### src/rtl/display_scheduler_pkg.sv
//------------------------------------------------------------------------------
// Module  : display_scheduler_pkg
// Brief   : Shared state encodings and defaults for the 7-seg display scheduler.
// Revision: 1.0 - initial release
//------------------------------------------------------------------------------
`default_nettype none

package display_scheduler_pkg;

    typedef logic [2:0] state_t;

    localparam state_t S_SYNC  = 3'd0;
    localparam state_t S_IDLE  = 3'd1;
    localparam state_t S_START = 3'd2;
    localparam state_t S_ACK   = 3'd3;
    localparam state_t S_WAIT  = 3'd4;

    localparam int c_NUM_CHAN_DEF       = 4;
    localparam int c_REFRESH_CYCLES_DEF = 12_000_000;

endpackage

`default_nettype wire

### src/rtl/display_scheduler_rr_pick.sv
//------------------------------------------------------------------------------
// Module  : display_scheduler_rr_pick
// Brief   : Combinational round-robin picker: first set bit at or after rr_ptr.
// Revision: 1.0 - initial release
//------------------------------------------------------------------------------
`default_nettype none

module display_scheduler_rr_pick
    import display_scheduler_pkg::*;
#(
    parameter int NUM_CHAN = c_NUM_CHAN_DEF,
    parameter int CHAN_W   = $clog2(NUM_CHAN)
) (
    input  logic [NUM_CHAN-1:0] pending,
    input  logic [CHAN_W-1:0]   rr_ptr,
    output logic                any,
    output logic [CHAN_W-1:0]   chan
);

    int                w_sum;
    logic [CHAN_W-1:0] w_idx;

    // Walk offsets from farthest to nearest so the nearest pending bit wins.
    always_comb begin
        any   = 1'b0;
        chan  = '0;
        w_sum = 0;
        w_idx = '0;
        for (int i = NUM_CHAN - 1; i >= 0; i--) begin
            w_sum = int'(rr_ptr) + i;
            if (w_sum >= NUM_CHAN) begin
                w_sum = w_sum - NUM_CHAN;
            end
            w_idx = CHAN_W'(w_sum);
            if (pending[w_idx]) begin
                any  = 1'b1;
                chan = w_idx;
            end
        end
    end

endmodule

`default_nettype wire

### src/rtl/display_scheduler.sv
//------------------------------------------------------------------------------
// Module  : display_scheduler
// Brief   : Round-robin owner of the shared display_spi engine for NUM_CHAN
//           7-seg displays. Optional periodic refresh via DISPLAY_REFRESH_EN.
// Revision: 1.0 - initial release
//------------------------------------------------------------------------------
`default_nettype none

module display_scheduler
    import display_scheduler_pkg::*;
#(
    parameter int NUM_CHAN       = c_NUM_CHAN_DEF,
    parameter int CHAN_W         = $clog2(NUM_CHAN),
    parameter int REFRESH_CYCLES = c_REFRESH_CYCLES_DEF
) (
    input  logic                raw_clk,
    input  logic                reset,
    input  logic                wr_en,
    input  logic [CHAN_W-1:0]   wr_chan,
    input  logic [15:0]         wr_data,
    input  logic                spi_busy,
    output logic                spi_start,
    output logic [15:0]         spi_data,
    output logic [NUM_CHAN-1:0] spi_sel,
    output logic                idle
);

    state_t              r_state;
    state_t              w_state_nxt;
    logic [15:0]         r_value [NUM_CHAN];
    logic [NUM_CHAN-1:0] r_pending;
    logic [NUM_CHAN-1:0] w_pending_nxt;
    logic [CHAN_W-1:0]   r_rr_ptr;
    logic [CHAN_W-1:0]   w_rr_ptr_nxt;
    logic [15:0]         r_spi_data;
    logic [NUM_CHAN-1:0] r_spi_sel;
    logic [NUM_CHAN-1:0] w_sel_onehot;
    logic                r_idle;
    logic                w_any;
    logic [CHAN_W-1:0]   w_pick_chan;
    logic                w_pick;
    logic                w_wr_ok;
    logic                w_refresh_tick;

    display_scheduler_rr_pick #(
        .NUM_CHAN (NUM_CHAN),
        .CHAN_W   (CHAN_W)
    ) u_rr_pick (
        .pending (r_pending),
        .rr_ptr  (r_rr_ptr),
        .any     (w_any),
        .chan    (w_pick_chan)
    );

`ifdef DISPLAY_REFRESH_EN
    localparam int c_REF_W = $clog2(REFRESH_CYCLES);

    logic [c_REF_W-1:0] r_refresh_cnt;

    always_ff @(posedge raw_clk) begin
        if (reset || (r_refresh_cnt == '0)) begin
            r_refresh_cnt <= c_REF_W'(REFRESH_CYCLES - 1);
        end else begin
            r_refresh_cnt <= r_refresh_cnt - c_REF_W'(1);
        end
    end

    assign w_refresh_tick = (r_refresh_cnt == '0) && !reset;
`else
    // Refresh compiled out: the tick is a constant that never fires.
    assign w_refresh_tick = (REFRESH_CYCLES == 0);
`endif

    // State and datapath registers.
    always_ff @(posedge raw_clk) begin
        if (reset) begin
            r_state    <= S_SYNC;
            r_pending  <= '1;
            r_rr_ptr   <= '0;
            r_spi_data <= '0;
            r_spi_sel  <= '0;
            r_idle     <= 1'b0;
            for (int i = 0; i < NUM_CHAN; i++) begin
                r_value[i] <= '0;
            end
        end else begin
            r_state   <= w_state_nxt;
            r_pending <= w_pending_nxt;
            r_idle    <= (w_state_nxt == S_IDLE) && (w_pending_nxt == '0);
            if (w_wr_ok) begin
                r_value[wr_chan] <= wr_data;
            end
            if (w_pick) begin
                r_spi_data <= r_value[w_pick_chan];
                r_spi_sel  <= w_sel_onehot;
                r_rr_ptr   <= w_rr_ptr_nxt;
            end else if ((r_state == S_WAIT) && !spi_busy) begin
                r_spi_sel  <= '0;
            end
        end
    end

    // Next-state logic.
    always_comb begin
        w_state_nxt = r_state;
        case (r_state)
            S_SYNC:  if (!spi_busy) w_state_nxt = S_IDLE;
            S_IDLE:  if (w_any)     w_state_nxt = S_START;
            S_START:                w_state_nxt = S_ACK;
            S_ACK:   if (spi_busy)  w_state_nxt = S_WAIT;
            S_WAIT:  if (!spi_busy) w_state_nxt = S_IDLE;
            default:                w_state_nxt = S_SYNC;
        endcase
    end

    // Output and pending-set logic; a write lands after the pick clear so it wins.
    always_comb begin
        spi_start     = (r_state == S_START);
        w_pick        = (r_state == S_IDLE) && w_any;
        w_wr_ok       = wr_en && (int'(wr_chan) < NUM_CHAN);
        w_sel_onehot  = '0;
        w_sel_onehot[w_pick_chan] = 1'b1;
        w_rr_ptr_nxt  = (w_pick_chan == CHAN_W'(NUM_CHAN - 1)) ? '0 : w_pick_chan + CHAN_W'(1);
        w_pending_nxt = r_pending;
        if (w_pick) begin
            w_pending_nxt[w_pick_chan] = 1'b0;
        end
        if (w_refresh_tick) begin
            w_pending_nxt = '1;
        end
        if (w_wr_ok) begin
            w_pending_nxt[wr_chan] = 1'b1;
        end
    end

    assign spi_data = r_spi_data;
    assign spi_sel  = r_spi_sel;
    assign idle     = r_idle;

endmodule

`default_nettype wire

### config.mk
export PLATFORM = sky130hd
export DESIGN_NAME = display_scheduler
export DESIGN_NICKNAME = d
export VERILOG_FILES = /design/src/rtl/display_scheduler_pkg.sv /design/src/rtl/display_scheduler_rr_pick.sv /design/src/rtl/display_scheduler.sv
export SDC_FILE = /design/constraint.sdc
export NUM_CORES = 1
export LEC_CHECK = 0
export BUFFER_PORTS_ARGS = -buffer_cell sky130_fd_sc_hd__buf_2
export CORE_UTILIZATION = 50
export DETAILED_ROUTE_END_ITERATION = 10
export PLACE_DENSITY = 0.78
export SLEW_MARGIN = 10
export SYNTH_ARGS = -nofsm -noshare
export SYNTH_HDL_FRONTEND = slang
export SYNTH_SLANG_ARGS = --single-unit
### constraint.sdc
create_clock -name raw_clk -period 5.2 [get_ports raw_clk]
set_input_delay 0.78 -clock raw_clk [delete_from_list [all_inputs] [get_ports raw_clk]]
set_output_delay 0.78 -clock raw_clk [all_outputs]
set_load 0.01 [all_outputs]
==> results of run 1 <==
==> registers in the layout, summed over array words and instances (netlist names) <==
signal and count:
idle 1, r_pending 4, r_rr_ptr 2, r_state 3
r_value 64, spi_data 16, spi_sel 4
==> path summary, 6_finish.rpt <==
path | to | cells after the start
worst min-delay path | spi_sel[1] | 2
worst max-delay path | r_value[0][0] | 3
worst max register to register | spi_data[5] | 5
worst min register to register | spi_sel[1] | 2
==> synth_stat cells, drive strengths merged, types with 2 or more instances <==
library cell,number
nor3b,3
o21bai,3
buf,6
or3,4
a21oi,9
a21o,3
dfxtp,30
nor3,2
nand3,2
nand2b,4
a211oi,3
nand2,41
edfxtp,64
o221ai,16
clkbuf,13
o22ai,2
inv,23
nor2,60
mux2i,32
or4,2
==> report_power, final <==
group / internal [mW] / switching (mW)
logic: 0.0827 / 0.130
clock network: 0.418 / 0.252
registers: 0.861 / 0.0309
total: 1.36 / 0.413
==> worst reg2reg max path, delay by kind of cell (launching register included) <==
kind / cells / cell delay (ns)
compound gates: 3 / 0.87
flops: 1 / 0.46
simple gates: 2 / 0.83
==> cell type report <==
cell class              count  area (sq um)  share of cell area, %
flip-flops and latches     94          2520                   56.0
multi-input cells         199          1230                   27.3
repair buffers             48           253                   5.62
clock inverters             6           159                   3.53
clock buffers              10           128                   2.84
well taps                  99           124                   2.75
inverters                  23          86.3                   1.92
==> through the flow <==
stage / power [mW] / instance area, sq um
6_report: 1.77 / 4500
5_1_grt: 1.84 / 4500
3_3_place_gp: 1.11 / 4210
4_1_cts: 1.78 / 4500
3_5_place_dp: 1.12 / 4210
2_1_floorplan: 1.05 / 3910
==> layout by cell type (no fill, tap or decap), drive strengths merged, types with 4 or more instances in the layout <==
cell / count
or3: 4
bufinv: 5
nand2: 41
inv: 23
a21oi: 9
mux2i: 32
buf: 48
o221ai: 16
dfxtp: 30
nand2b: 4
edfxtp: 64
nor2: 60
clkbuf: 10
==> logic make-up (layout without fill, tap and decap cells) <==
kind of cell,Yosys count,in the layout
buf+inv,42,87
mux,32,32
flops,94,94
simple gates,122,122
fa+ha+maj,1,1
compound gates,44,44
==> per-layer routing <==
metal	GRT usage [%]	vias to the layer above	wire, um
met1	25.7	1245	3340
met4	8.60	0	127
met3	3.54	11	507
met5	0	-	0
li1	-	1267	-
met2	36.6	99	4010
==> results_dict.tcl, run 1 <==
set metrics [dict create \
    areaGrowthSynthToFinish_pct 15.3 \
    ys_warn_count 0 \
    critical_path.reg2reg.startpoint "r_pending[1]" \
    postCtsSetupRepairBufs 0 \
    final_period_minus_worst_setup_slack_ns 2.35 \
    proportion_of_synthesized_area_in_mux_cells_pct 8.20 \
    gp_congestion 0.782 \
    share_of_the_synthesized_area_in_compound_gates_ao_oa_aoi_oai_pct 9.23 \
    synth_seq_cells 94 \
    slew_viol_final 0 \
    grt_setup_unrepaired "false" \
    required_ns 5.18 \
    endpoint_kind "register" \
    detail_route.wirelength_mm 7.98 \
    synth.net_count 358 \
    grt_pass1_wl_mm 12.9 \
    synth_cell_types 40 \
    drt_iter0_markers 206 \
    finalHoldWorstSlack_ns 0.454 \
    synth_xor_xnor_area_share_pct 0 \
    worstHoldStart "spi_sel[1]" \
    cts_made_buffers 9 \
    yosys_most_used_dff "sky130_fd_sc_hd__edfxtp_1" \
    critical_path.top_delay_family "simple AND/OR/NAND/NOR gates" \
    tritoncts "built" \
    synth_simple_gate_area_share_pct 13.4 \
    syn_area_per_cell_sq_um 11.7 \
    post-route-drc-count 0 \
    timing.hold.worst.class "reg -> reg" \
    postcts_resize_cnt 0 \
    h_tree_lvl_count 3 \
    worstPathBufferInverterCount 1 \
    max_cap_violations 0 \
    setup_slack_after_placement_ns 2.46 \
    tritoncts_sink_count 94 \
    total_die_area_sq_mm 0.00817 \
    timing.fmax_ghz 0.425 \
    critical_path.startpoint_type "input pin" \
    route.vias.total 2622 \
    grt_antenna_before_repair 0 \
    synth_area_leaders "sky130_fd_sc_hd__edfxtp_1 49%, sky130_fd_sc_hd__dfxtp_1 15%, sky130_fd_sc_hd__mux2i_1 8.2%, sky130_fd_sc_hd__nor2_1 5.8%, sky130_fd_sc_hd__nand2_1 3.9%" \
    final_cell_count_no_fill 479 \
    sequential_cell_area_fraction_in_the_yosys_report_pct 64.6 \
    grt_start_max_net_pins 40 \
    async_flop_share_pct 0 \
    power.leakage_nw 1.77 \
    critical_path.max_fanout 17 \
    final_util_pct 60.7 \
    design.final.nets 398 \
    finalCritPeriodShare_pct 45.2 \
    synthDominantAreaCellType "sky130_fd_sc_hd__edfxtp_1" \
    ctsHoldBuffers 0 \
    start_util_pct 52.7 \
    crit_path_top_delay_cell "sky130_fd_sc_hd__nand2b_1" \
    ir_worst_vdd_mv 0.161 \
    worst-slew-pin-transition_ns 0.863 \
    postRouteAntennaNets 0 \
    clk_pin_slew_worst_paths_ns 0.08 \
    cts_root_buffer "sky130_fd_sc_hd__clkbuf_8" \
    power_density_mw_per_mm2 394 \
    worstPathCellList "buf_2 > or3_1 > nand2b_1" \
    dp_hpwl_mm 4.98 \
    critPathMaxStageDelay_ns 0.76 \
    hold_viol_final 0 \
    source_to_sink_clock_delay_at_the_later_pin_of_the_worst_skew_pair_ns 0.36 \
    clock-skew-final_ns 0.0108 \
    worst_setup_path_startpoint "wr_chan[1]" \
    ioPinCount 44 \
    rows 31 \
    num_antenna_cells 0 \
    synth-edff-count 64 \
    placed_instance_count 463 \
    reg2reg_setup_slack_ns 2.93 \
    synth_top_family_by_area "simple AND/OR/NAND/NOR gates" \
    clockBufferDepth 2 \
    post_dr_vias_cell 5.47 \
    wire_per_inst_um 16.7 \
    netlist_instances 335 \
    groute.usage.overall_pct 20.9 \
    floorplan_core_area_sq_mm 0.00741 \
    status "completed" \
    setup_slack_ns 2.85 \
    critical_path_arrival_ns 2.34 \
    yosysTopAreaCellShare_pct 49.2 \
    dieWidth_um 90.4 \
    setup-tns-final_ns 0 \
    max_slew_margin_pct 42.4 \
    setup_viol 0 \
    synth_adder_area_share_pct 0.320 \
    drt_first_pass_iters 5 \
    grt_overflow 0 \
    grt_pass1_vias 2524 \
    placement.io_buffers 43 \
    setup.worst_path.class "in -> reg" \
    synth.cell_area_sq_mm 0.00390 \
    fp.dieH_um 90.4 \
    layout-drive-gt1-share_pct 20.0 \
    final.fill_count 594 \
]
(Power assumes the default switching activity.)
==> run 2: changes to the inputs <==
==> constraint.sdc (replaced) <==
create_clock -name raw_clk -period 2.2 [get_ports raw_clk]
set_input_delay 0.33 -clock raw_clk [delete_from_list [all_inputs] [get_ports raw_clk]]
set_output_delay 0.33 -clock raw_clk [all_outputs]
set_load 0.01 [all_outputs]
==> results_dict.tcl, run 2 (synthesized netlist as in run 1, its figures left out) <==
set metrics [dict create \
    status "completed" \
    setup-tns-final_ns 0 \
    setup_viol 0 \
    power.leakage_nw 1.82 \
    slew_viol_final 0 \
    max_cap_violations 0 \
    netSwitchingPower_mw 0.996 \
    clock-skew-final_ns 0.0120 \
    multi_input_area_sq_mm 0.00123 \
    design.final.nets 412 \
    fp.dieH_um 90.4 \
    dieWidth_um 90.4 \
    placement.io_buffers 43 \
    setup.worst_path.class "reg -> reg" \
    postRouteAntennaNets 0 \
    postCtsSetupRepairBufs 0 \
    clk_pin_slew_worst_paths_ns 0.09 \
    most_frequent_standard_cell_in_the_layout_excluding_fill_and_tap_cells "sky130_fd_sc_hd__edfxtp_1" \
    post_dr_vias_cell 5.40 \
    hold_viol_final 0 \
    drt_iter0_markers 157 \
    detail_route.wirelength_mm 8.12 \
    dp_hpwl_mm 5.30 \
    timing.fmax_ghz 0.476 \
    final.fill_count 594 \
    grt_setup_unrepaired "false" \
    groute.usage.overall_pct 21.4 \
    route.vias.total 2664 \
    cts_made_buffers 9 \
    h_tree_lvl_count 3 \
    source_to_sink_clock_delay_at_the_later_pin_of_the_worst_skew_pair_ns 0.36 \
    critical_path.max_fanout 23 \
    final_period_minus_worst_setup_slack_ns 2.10 \
    finalCritPeriodShare_pct 95.4 \
    grt_start_max_net_pins 24 \
    areaGrowthSynthToFinish_pct 17.2 \
    pwr-share-seq_pct 53.7 \
    num_antenna_cells 0 \
    critical_path_arrival_ns 2.31 \
    drt_first_pass_iters 4 \
    max_slew_margin_pct 43.2 \
    total_die_area_sq_mm 0.00817 \
    tritoncts_sink_count 94 \
    power_density_mw_per_mm2 856 \
    total_power_mw 3.92 \
    worst-slew-pin-transition_ns 0.850 \
    top_register "r_value" \
    layout-drive-gt1-share_pct 24.1 \
    clockBufferDepth 2 \
    worst_r2r_path_depth 6 \
    clock_power_share_pct 32.1 \
    grt_pass1_vias 2682 \
    comb_power_share_pct 14.2 \
    timing.hold.worst.class "in -> reg" \
    grt_overflow 0 \
    mostFrequentLayoutCells "64 x sky130_fd_sc_hd__edfxtp_1, 60 x sky130_fd_sc_hd__nor2_1, 43 x sky130_fd_sc_hd__buf_2" \
    cts_root_buffer "sky130_fd_sc_hd__clkbuf_8" \
    largest_reg_flops 64 \
    floorplan_core_area_sq_mm 0.00741 \
    ir_worst_vdd_mv 0.509 \
    p_int_mw 2.92 \
    seqCellArea_sq_mm 0.00253 \
    rows 31 \
    required_ns 2.42 \
    endpoint_kind "register" \
    post-route-drc-count 0 \
    grt_antenna_before_repair 0 \
    hold_depth 2 \
    switching_share_pct 25.4 \
    tritoncts "built" \
    wire_per_inst_um 16.5 \
    ioPinCount 44 \
    start_util_pct 52.7 \
    grt_pass1_wl_mm 13.1 \
    critical_path.startpoint_type "register" \
    gp_congestion 0.854 \
]
==> run 2: changes by cell type in the layout (fill, tap and decap cells not counted), sizes merged <==
cell	before	now
bufinv	5	2
buf	48	62
clkinv	1	2
inv	23	25
==> run 2: final timing paths <==
check               startpoint           end  slack (ns)
hold reg to reg     spi_sel[1]    spi_sel[1]        0.46
hold / removal        spi_busy    r_state[2]        0.29
setup reg to reg  r_pending[0]  spi_data[14]        0.10
setup / recovery  r_pending[0]  spi_data[14]        0.10
==> run 2: final cells by class <==
type | instances | area share [%]
clock buffers | 10 | 2.79
clock inverters | 6 | 2.08
inverters | 23 | 1.89
multi-input cells | 199 | 26.9
flip-flops and latches | 94 | 55.2
well taps | 99 | 2.71
repair buffers | 62 | 8.37
==> run 2: power by group through the flow <==
stage | combinational (mW) | clock (mW) | sequential [mW]
3_3_place_gp | 0.538 | 0 | 2.14
6_report | 0.558 | 1.26 | 2.10
5_1_grt | 0.611 | 1.35 | 2.12
3_5_place_dp | 0.554 | 0 | 2.14
2_1_floorplan | 0.338 | 0 | 2.14
4_1_cts | 0.557 | 1.28 | 2.10
==> run 2: per-layer routing <==
| layer | track usage [%] | share of wire (%) |
|---|---|---|
| met1 | 25.2 | 43 |
| met2 | 35.8 | 50 |
| met3 | 5.30 | 5.0 |
| met4 | 11.7 | 2.1 |
| met5 | 0 | 0 |
==> run 2: worst max-delay path: stages, from the launching register on <==
cell and delay, ns:
sky130_fd_sc_hd__dfxtp_2 0.36, sky130_fd_sc_hd__a21oi_1 0.15, sky130_fd_sc_hd__o21ai_1 0.10, sky130_fd_sc_hd__a21oi_4 0.70
sky130_fd_sc_hd__buf_12 0.25, sky130_fd_sc_hd__mux2i_2 0.23, sky130_fd_sc_hd__o221ai_1 0.16
==> run 2: stage by stage <==
stage          hold WS (ns)  std cells  cell area [sq um]  util (%)  worst slack, ns
6_report              0.286        493               4580      61.8            0.101
5_1_grt               0.273        493               4580      61.8          0.00311
4_1_cts               0.269        493               4570      61.6           0.0186
3_5_place_dp          0.446        477               4340      58.6           0.0892
3_3_place_gp          0.445        477               4340      58.6            0.149
2_1_floorplan         0.481        335               3910         -            0.345
==> run 2: timing repair <==
item | CTS | global route
hold buffers | 0 | 0
endpoints found under the setup margin | 0 | 8
resized for setup | 0 | 6
==> run 3: changes to the inputs <==
--- a/config.mk
+++ b/config.mk
@@ -6,9 +6,9 @@
 export NUM_CORES = 1
 export LEC_CHECK = 0
 export BUFFER_PORTS_ARGS = -buffer_cell sky130_fd_sc_hd__buf_2
-export CORE_UTILIZATION = 50
+export CORE_UTILIZATION = 30
 export DETAILED_ROUTE_END_ITERATION = 10
-export PLACE_DENSITY = 0.78
+export PLACE_DENSITY = 0.54
 export SLEW_MARGIN = 10
 export SYNTH_ARGS = -nofsm -noshare
 export SYNTH_HDL_FRONTEND = slang
==> results_dict.tcl, run 3 (synthesized netlist as in run 1, its figures left out) <==
set metrics [dict create \
    mostFrequentLayoutCells "64 x sky130_fd_sc_hd__edfxtp_1, 60 x sky130_fd_sc_hd__nor2_1, 43 x sky130_fd_sc_hd__buf_2" \
    h_tree_lvl_count 3 \
    critical_path_arrival_ns 2.22 \
    start_util_pct 30.8 \
    setup_slack_after_placement_ns 0.201 \
    worstHoldStart "spi_busy" \
    tritoncts "built" \
    cts_made_buffers 9 \
    drt_iter0_markers 135 \
    setup_viol 0 \
    worst_setup_path_startpoint "r_pending[1]" \
    final.fill_count 1268 \
    clock_power_share_pct 37.2 \
    p_int_mw 3.16 \
    hold_depth 2 \
    detail_route.wirelength_mm 8.66 \
    grt_setup_unrepaired "false" \
    layout-drive-gt1-share_pct 22.4 \
    ctsHoldBuffers 0 \
    grt_pass1_wl_mm 13.8 \
    dieWidth_um 116 \
    worst-slew-pin-transition_ns 0.913 \
    critPathMaxStageDelay_ns 0.52 \
    total_power_mw 4.23 \
    top_register "r_value" \
    post_dr_vias_cell 4.60 \
    hold_viol_final 0 \
    worst_r2r_path_depth 6 \
    switching_share_pct 25.2 \
    timing.hold.worst.class "in -> reg" \
    most_frequent_standard_cell_in_the_layout_excluding_fill_and_tap_cells "sky130_fd_sc_hd__edfxtp_1" \
    reg2reg_setup_slack_ns 0.24 \
    regToRegEndpoint "idle" \
    grt_overflow 0 \
    comb_power_share_pct 13.1 \
    drt_first_pass_iters 4 \
    slew_viol_final 0 \
    critical_path.top_delay_family "simple AND/OR/NAND/NOR gates" \
    final_period_minus_worst_setup_slack_ns 1.96 \
    worstPathBufferInverterCount 1 \
    grt_pass1_vias 2604 \
    largest_reg_flops 64 \
    crit_path_top_delay_cell "sky130_fd_sc_hd__or4_4" \
    postcts_resize_cnt 0 \
    design.final.nets 410 \
    setup-tns-final_ns 0 \
    multi_input_area_sq_mm 0.00123 \
    cts_root_buffer "sky130_fd_sc_hd__clkbuf_16" \
    tritoncts_sink_count 94 \
    route.vias.total 2592 \
    fp.dieH_um 116 \
    grt_antenna_before_repair 0 \
    placement.io_buffers 43 \
    timing.fmax_ghz 0.510 \
    rows 41 \
    critical_path.startpoint_type "register" \
    floorplan_core_area_sq_mm 0.0127 \
    postRouteAntennaNets 0 \
    max_cap_violations 0 \
    critical_path.max_fanout 7 \
    required_ns 2.45 \
    groute.usage.overall_pct 14.1 \
    power.leakage_nw 1.85 \
    clock-skew-final_ns 0.0103 \
    wire_per_inst_um 15.4 \
    setup.worst_path.class "reg -> reg" \
    num_antenna_cells 0 \
    ir_worst_vdd_mv 0.309 \
    pwr-share-seq_pct 49.8 \
    power_density_mw_per_mm2 893 \
    total_die_area_sq_mm 0.0135 \
    finalCritPeriodShare_pct 89.2 \
    dp_hpwl_mm 5.78 \
    clk_pin_slew_worst_paths_ns 0.06 \
    clockBufferDepth 2 \
    status "completed" \
    grt_start_max_net_pins 18 \
    gp_congestion 0.749 \
    ioPinCount 44 \
    endpoint_kind "register" \
    seqCellArea_sq_mm 0.00252 \
    worst_hold_path.endpoint "r_state[2]" \
    setup_slack_ns 0.238 \
    areaGrowthSynthToFinish_pct 21.2 \
    post-route-drc-count 0 \
    source_to_sink_clock_delay_at_the_later_pin_of_the_worst_skew_pair_ns 0.34 \
    postCtsSetupRepairBufs 0 \
    worstPathCellList "or2b_1 > a21oi_2 > a211oi_4 > inv_2 > or4_4 > a311oi_2" \
    max_slew_margin_pct 39.0 \
    netSwitchingPower_mw 1.07 \
    critical_path.reg2reg.startpoint "r_pending[1]" \
]
==> run 3: cell count changes in the layout (fill, tap and decap cells not counted), moves of 2 or more <==
cell	before	now
sky130_fd_sc_hd__clkbuf_16	0	9
sky130_fd_sc_hd__clkbuf_8	9	0
sky130_fd_sc_hd__dfxtp_1	26	30
sky130_fd_sc_hd__dfxtp_2	4	0
sky130_fd_sc_hd__buf_4	17	14
sky130_fd_sc_hd__clkinv_4	2	0
==> run 3: metrics by stage <==
| stage | hold slack [ns] | util, % | area, sq um | instances |
|---|---|---|---|---|
| after detailed placement | 0.446 | 35.0 | 4430 | 548 |
| after floorplan | 0.481 | - | 3910 | 335 |
| after CTS | 0.297 | 37.4 | 4730 | 564 |
| after global placement | 0.449 | 35.0 | 4430 | 548 |
| after global routing | 0.307 | 37.4 | 4730 | 564 |
| final | 0.302 | 37.4 | 4730 | 564 |
==> run 3: routing by layer <==
metal | vias up | GRT usage, % | part of all wire, %
met5 | - | 0 | 0
met3 | 9 | 3.17 | 4.9
li1 | 1297 | - | -
met2 | 54 | 24.7 | 50
met4 | 0 | 4.70 | 1.1
met1 | 1232 | 17.1 | 44
==> run 3: how the worst max path moves through the flow <==
stage,endpoint,cells after the start
2_1_floorplan,r_value[1][0],3
3_3_place_gp,r_value[1][12],4
3_5_place_dp,spi_data[9],6
4_1_cts,spi_data[9],6
5_1_grt,spi_data[14],6
6_report,idle,6
==> run 3: layout make-up <==
cell class / count / share of cell area (%)
clock buffers: 9 / 4.76
clock inverters: 7 / 1.61
multi-input cells: 199 / 26.0
repair buffers: 60 / 8.03
flip-flops and latches: 94 / 53.3
well taps: 172 / 4.55
inverters: 23 / 1.82
==> run 3: power by group through the flow <==
stage               combinational [mW]  sequential [mW]  clock (mW)
floorplan                        0.338             2.14           0
global placement                 0.553             2.14           0
detailed placement               0.559             2.14           0
CTS                              0.562             2.10        1.60
global route                     0.608             2.12        1.69
finish                           0.552             2.10        1.57
